File: config.mk
export PLATFORM = sky130hd
export DESIGN_NAME = uart_rx_param
export DESIGN_NICKNAME = d
export VERILOG_FILES = /design/src/rtl/uart_pkg.sv /design/src/rtl/uart_bit_sampler.sv /design/src/rtl/uart_rx_param.sv
export SDC_FILE = /design/constraint.sdc
export NUM_CORES = 1
export LEC_CHECK = 0
export BUFFER_PORTS_ARGS = -buffer_cell sky130_fd_sc_hd__buf_2
export CORE_MARGIN = 5
export CORE_UTILIZATION = 59
export DETAILED_ROUTE_END_ITERATION = 7
export HOLD_SLACK_MARGIN = 0.1
export PLACE_DENSITY_LB_ADDON = 0.15
export SYNTH_ARGS = -nofsm -noshare
export SYNTH_HDL_FRONTEND = slang
export SYNTH_SLANG_ARGS = --single-unit
File: constraint.sdc
create_clock -name clk -period 2.5 [get_ports clk]
set_input_delay 0.125 -clock clk [delete_from_list [all_inputs] [get_ports clk]]
set_output_delay 0.125 -clock clk [all_outputs]
set_load 0.02 [all_outputs]
File: src/rtl/uart_pkg.sv
// rtl/uart_pkg.sv - shared state encoding, parity-mode constants and vote helper for the UART receiver
package uart_pkg;

  // Receiver FSM states; encoding 3'd7 is unused and recovers to ST_IDLE
  typedef enum logic [2:0] {
    ST_IDLE      = 3'd0,
    ST_START     = 3'd1,
    ST_DATA      = 3'd2,
    ST_PARITY    = 3'd3,
    ST_STOP      = 3'd4,
    ST_DONE      = 3'd5,
    ST_WAIT_IDLE = 3'd6
  } uart_state_t;

  localparam int PARITY_NONE = 0;
  localparam int PARITY_EVEN = 1;
  localparam int PARITY_ODD  = 2;

  // Two-out-of-three vote used to reject single-cycle line glitches
  function automatic logic majority3(input logic a, input logic b, input logic c);
    return (a & b) | (a & c) | (b & c);
  endfunction

endpackage

File: src/rtl/uart_bit_sampler.sv
// rtl/uart_bit_sampler.sv - two-flop line synchroniser with a three-sample majority window
module uart_bit_sampler
  import uart_pkg::*;
(
  input  logic i_clk,
  input  logic i_rstn,
  input  logic i_rx,
  output logic o_sync,
  output logic o_maj
);

  logic       r_meta;
  logic       r_sync;
  logic [1:0] r_hist;

  // Synchronise the asynchronous line and keep the two previous synchronised samples
  always_ff @(posedge i_clk) begin
    if (!i_rstn) begin
      r_meta <= 1'b1;
      r_sync <= 1'b1;
      r_hist <= 2'b11;
    end else begin
      r_meta <= i_rx;
      r_sync <= r_meta;
      r_hist <= {r_hist[0], r_sync};
    end
  end

  assign o_sync = r_sync;
  // Vote covers the current synchronised sample and the two before it
  assign o_maj  = majority3(r_hist[1], r_hist[0], r_sync);

endmodule

File: src/rtl/uart_rx_param.sv
// rtl/uart_rx_param.sv - parameterised UART receiver with parity, stop-bit and break handling
module uart_rx_param
  import uart_pkg::*;
#(
  parameter int CLKS_PER_BIT = 870,
  parameter int DATA_BITS    = 8,
  parameter int PARITY_MODE  = 0,
  parameter int STOP_BITS    = 1
) (
  input  logic                 clk,
  input  logic                 rstN,
  input  logic                 inputRx,
  output logic [DATA_BITS-1:0] outputRx,
  output logic                 doneRx,
  output logic                 parityErr,
  output logic                 frameErr,
  output logic                 busyRx
);

  localparam int CNT_W = $clog2(CLKS_PER_BIT);
  localparam int BIT_W = $clog2(DATA_BITS + 1);

  localparam logic [CNT_W-1:0] CNT_LAST  = CNT_W'(CLKS_PER_BIT - 1);
  localparam logic [CNT_W-1:0] CNT_HALF  = CNT_W'((CLKS_PER_BIT - 1) / 2);
  localparam logic [BIT_W-1:0] BIT_LAST  = BIT_W'(DATA_BITS - 1);
  localparam logic [BIT_W-1:0] STOP_LAST = BIT_W'(STOP_BITS - 1);
  localparam logic HAS_PARITY = (PARITY_MODE != PARITY_NONE);
  localparam logic ODD_PARITY = (PARITY_MODE == PARITY_ODD);

  uart_state_t          r_state;
  logic [CNT_W-1:0]     r_cnt;
  logic [BIT_W-1:0]     r_bit_cnt;
  logic [DATA_BITS-1:0] r_shift;
  logic                 r_par_work;
  logic                 r_frm_work;
  logic [DATA_BITS-1:0] r_data;
  logic                 r_done;
  logic                 r_par_err;
  logic                 r_frm_err;

  logic w_sync;
  logic w_maj;

  uart_bit_sampler u_sampler (
    .i_clk  (clk),
    .i_rstn (rstN),
    .i_rx   (inputRx),
    .o_sync (w_sync),
    .o_maj  (w_maj)
  );

  // Frame FSM: bit timing, payload assembly, error tracking and result registers
  always_ff @(posedge clk) begin
    if (!rstN) begin
      r_state    <= ST_IDLE;
      r_cnt      <= '0;
      r_bit_cnt  <= '0;
      r_shift    <= '0;
      r_par_work <= 1'b0;
      r_frm_work <= 1'b0;
      r_data     <= '0;
      r_done     <= 1'b0;
      r_par_err  <= 1'b0;
      r_frm_err  <= 1'b0;
    end else begin
      r_done <= 1'b0;
      case (r_state)
        ST_IDLE: begin
          r_bit_cnt <= '0;
          if (!w_sync) begin
            r_state    <= ST_START;
            r_cnt      <= '0;
            r_par_work <= 1'b0;
            r_frm_work <= 1'b0;
          end
        end
        ST_START: begin
          if (r_cnt == CNT_HALF) begin
            r_cnt   <= '0;
            // A high vote mid start bit means the falling edge was a glitch
            r_state <= w_maj ? ST_IDLE : ST_DATA;
          end else begin
            r_cnt <= r_cnt + CNT_W'(1);
          end
        end
        ST_DATA: begin
          if (r_cnt == CNT_LAST) begin
            r_cnt   <= '0;
            // LSB arrives first, so shift in from the top
            r_shift <= {w_maj, r_shift[DATA_BITS-1:1]};
            if (r_bit_cnt == BIT_LAST) begin
              r_bit_cnt <= '0;
              r_state   <= HAS_PARITY ? ST_PARITY : ST_STOP;
            end else begin
              r_bit_cnt <= r_bit_cnt + BIT_W'(1);
            end
          end else begin
            r_cnt <= r_cnt + CNT_W'(1);
          end
        end
        ST_PARITY: begin
          if (r_cnt == CNT_LAST) begin
            r_cnt      <= '0;
            r_bit_cnt  <= '0;
            r_par_work <= ((^r_shift) ^ w_maj) != ODD_PARITY;
            r_state    <= ST_STOP;
          end else begin
            r_cnt <= r_cnt + CNT_W'(1);
          end
        end
        ST_STOP: begin
          if (r_cnt == CNT_LAST) begin
            r_cnt <= '0;
            if (r_bit_cnt == STOP_LAST) begin
              r_bit_cnt <= '0;
              r_state   <= ST_DONE;
              r_data    <= r_shift;
              r_par_err <= r_par_work;
              r_frm_err <= r_frm_work | ~w_maj;
              r_done    <= 1'b1;
            end else begin
              r_bit_cnt  <= r_bit_cnt + BIT_W'(1);
              r_frm_work <= r_frm_work | ~w_maj;
            end
          end else begin
            r_cnt <= r_cnt + CNT_W'(1);
          end
        end
        ST_DONE: begin
          // A framing error may be a break; wait for the line to recover first
          r_state <= r_frm_err ? ST_WAIT_IDLE : ST_IDLE;
        end
        ST_WAIT_IDLE: begin
          if (w_sync) begin
            r_state <= ST_IDLE;
          end
        end
        default: begin
          r_state   <= ST_IDLE;
          r_cnt     <= '0;
          r_bit_cnt <= '0;
        end
      endcase
    end
  end

  assign outputRx  = r_data;
  assign doneRx    = r_done;
  assign parityErr = HAS_PARITY ? r_par_err : 1'b0;
  assign frameErr  = r_frm_err;
  assign busyRx    = (r_state != ST_IDLE);

endmodule
==> summary.txt <==
Floorplanning
  • Starting density of the core: 60.0%
  • Top-level port count: 15
  • DIE WIDTH: 68.0 um
  • Die area: 4630 um^2
  • Core Area: 3310 um^2
  • FP Rows: 21
  • Chip height: 68.0 um

Route
  • Post-route ant nets: 0
  • Post-route DRC: 0
  • WL met2: 1.64 mm
  • Met3 Wirelength: 124 um
  • Drt first pass iters: 4
  • Per-cell routed wire length: 12.6 um
  • Total number of vias: 1545
  • DR iter-0 viols: 51
  • WL met1: 1.81 mm
  • Top Metal Used: met4
  • Final wirelength: 3.64 mm
  • Drt via density: 5.33

Global route
  • Vias in the first global route: 1388
  • Initial antenna violation count: 0
  • GR Util All Layers: 17.5%
  • Overflow after GRT: 0
  • Largest net degree at the start of global routing: 30
  • First-pass GRT wire length: 6.19 mm

Clocking
  • Num CTS Buffers: 5
  • CTS tree: built
  • Post-CTS setup buffer count: 0
  • CTS HTree Levels: 2
  • Clock Pin Slew Worst Setup and Hold Paths: 120 ps
  • Root Buffer: clkbuf_4
  • Insertion delay to the later sink of the worst-skew pair: 360 ps
  • Post-cts sizing count: 0
  • CTS sink count: 40
  • CTS max path bufs: 2
  • CTS Hold Bufs: 1

Power and ir drop
  • Cell area power density: 625 nW/um^2
  • Worst vdd ir: 0.414 mV
  • Static Leak: 0.000795 uW

Logic synthesis
  • Syn Inst Count: 227
  • Sequential-to-total area share from yosys stat: 40.3%
  • Dominant synthesized flop cell: dfxtp_1
  • Syn Std Cell Area: 1990 um^2
  • Syn_area_per_cell: 8.75 um^2
  • Cell taking the most area after synthesis: dfxtp_1
  • Distinct cells, synth: 51
  • Ys Warns: 0
  • Post-synth EDFFs: 0
  • Area share of the largest cell type after synthesis: 40.3%
  • Post-synth top cells: dfxtp_1, nand2_1, mux2i_1
  • Post-Syn Nets: 235
  • Synth top area cells: dfxtp_1, mux2i_1, nand2_1
  • Number of synthesized register bits: 40
  • Async S/R FF share, synth: 0%
  • Count leader, synth: dfxtp_1

Run status
  • Status: finished, final reports clean

Timing
  • TNS Setup: 0 ps
  • Highest Clock Rate: 0.461 GHz
  • Clk_skew: 9.58 ps
  • Final Hold Vio Count: 0
  • RSZ-0062 raised after global routing: false
  • Final worst path period share: 86.7%
  • Final Slew Violations: 0
  • Worst-Margin Slew: 862 ps
  • Max transition margin: 42.2%
  • Min cycle time layout: 2170 ps
  • # setup viols final: 0

Min path
  • Worst hold path class: in -> reg

Place
  • DPL Wire Length: 2.58 mm
  • Routability cong.: 0.859
  • PortBufs: 13

Final layout
  • Fin util: 66.5%
  • Final nets: 251
  • Antenna diodes: 0
  • Share of cells above drive strength 1: 14.3%
  • Synth-to-Final Area Change: 10.8%

Worst setup path
  • Crit path launch type: register
  • CP arrival: 2430 ps
  • CP Capture Type: register
  • Critical Path Fanout Max: 14
  • Req. time, crit path: 2760 ps
  • Setup Crit Path Kind: reg -> reg

Flow run
  • Max-Cap Viols: 0
-- stage by stage --
stage	setup WS (ps)	instance area [um^2]	hold WS (ps)	power [uW]	cells
6_report	333	2200	209	1380	290
5_1_grt	149	2200	207	1450	290
4_1_cts	300	2200	211	1390	290
3_5_place_dp	312	2100	309	932	281
3_3_place_gp	374	2100	307	929	281
2_1_floorplan	576	1990	226	874	227
-- worst paths after layout --
path                               startpoint                        endpoint  slack (ps)  cells after the start
hold / removal                           rstN  u_sampler.r_hist[0]$_SDFF_PN1_         210                      3
setup reg to reg        r_cnt[0]$_SDFFE_PN0P_         r_state[1]$_SDFFE_PN0P_         330                      7
hold reg to reg   u_sampler.r_meta$_SDFF_PN1_     u_sampler.o_sync$_SDFF_PN1_         430                      1
setup / recovery        r_cnt[0]$_SDFFE_PN0P_         r_state[1]$_SDFFE_PN0P_         330                      7
-- cells in the final DEF (no fill, tap or decap), types with 7 or more instances in the layout --
cell type	netlist	routed
buf_2	0	13
inv_1	14	14
o21ai_1	9	9
dfxtp_1	40	40
nand3_1	7	7
mux2i_1	18	18
nand2_1	26	26
nor2_1	16	16
nand2b_1	9	9
a21oi_1	9	9
nor2b_1	11	11
-- cell families after synthesis --
| family | after synthesis | synth area share, % |
|---|---|---|
| DFF | 40 | 40.3 |
| other | 1 | 0.189 |
| buffers and inverters | 24 | 4.91 |
| and+or+nand+nor | 96 | 27.1 |
| muxes | 18 | 9.07 |
| adders and majority gates | 6 | 3.65 |
| xor gates and xnor gates | 2 | 0.882 |
| AOI/OAI and AO/OA | 40 | 13.9 |
-- per-layer routing --
layer,up-vias,global-route usage [%]
met3,6,4.27
met5,-,0
met4,0,7.94
met2,23,27.4
met1,699,22.7
li1,817,-
-- power by group --
| part | internal [uW] | switching, uW | total [uW] |
|---|---|---|---|
| Sequential | 653 | 16.1 | 669 |
| Combinational | 93.0 | 155 | 248 |
| Clock | 240 | 220 | 460 |
| Total | 985 | 392 | 1380 |
-- worst max-delay path, stage by stage (launching register included) --
cell	delay, ps
dfxtp_1	380
inv_1	80
ha_1	120
or4b_1	430
o31ai_1	260
o21ai_1	360
nand2b_1	310
mux2i_1	130
-- sequential cells by signal, indices dropped and copies added (netlist names) --
| name | flops |
|---|---|
| u_sampler.o_sync | 1 |
| r_shift | 8 |
| r_cnt | 10 |
| r_frm_work | 1 |
| r_state | 3 |
| u_sampler.r_meta | 1 |
| outputRx | 8 |
| r_bit_cnt | 4 |
| u_sampler.r_hist | 2 |
| frameErr | 1 |
| doneRx | 1 |
-- cell type report --
type,instances,area [um^2]
Sequential cell,40,801
Multi-Input combinational cell,163,1090
Inverter,14,52.6
Timing Repair Buffer,19,113
Clock inverter,2,38.8
Clock buffer,6,51.3
Tap cell,46,57.6
Fill cell,288,1110
Note: power is estimated with default switching activity, not from simulation.
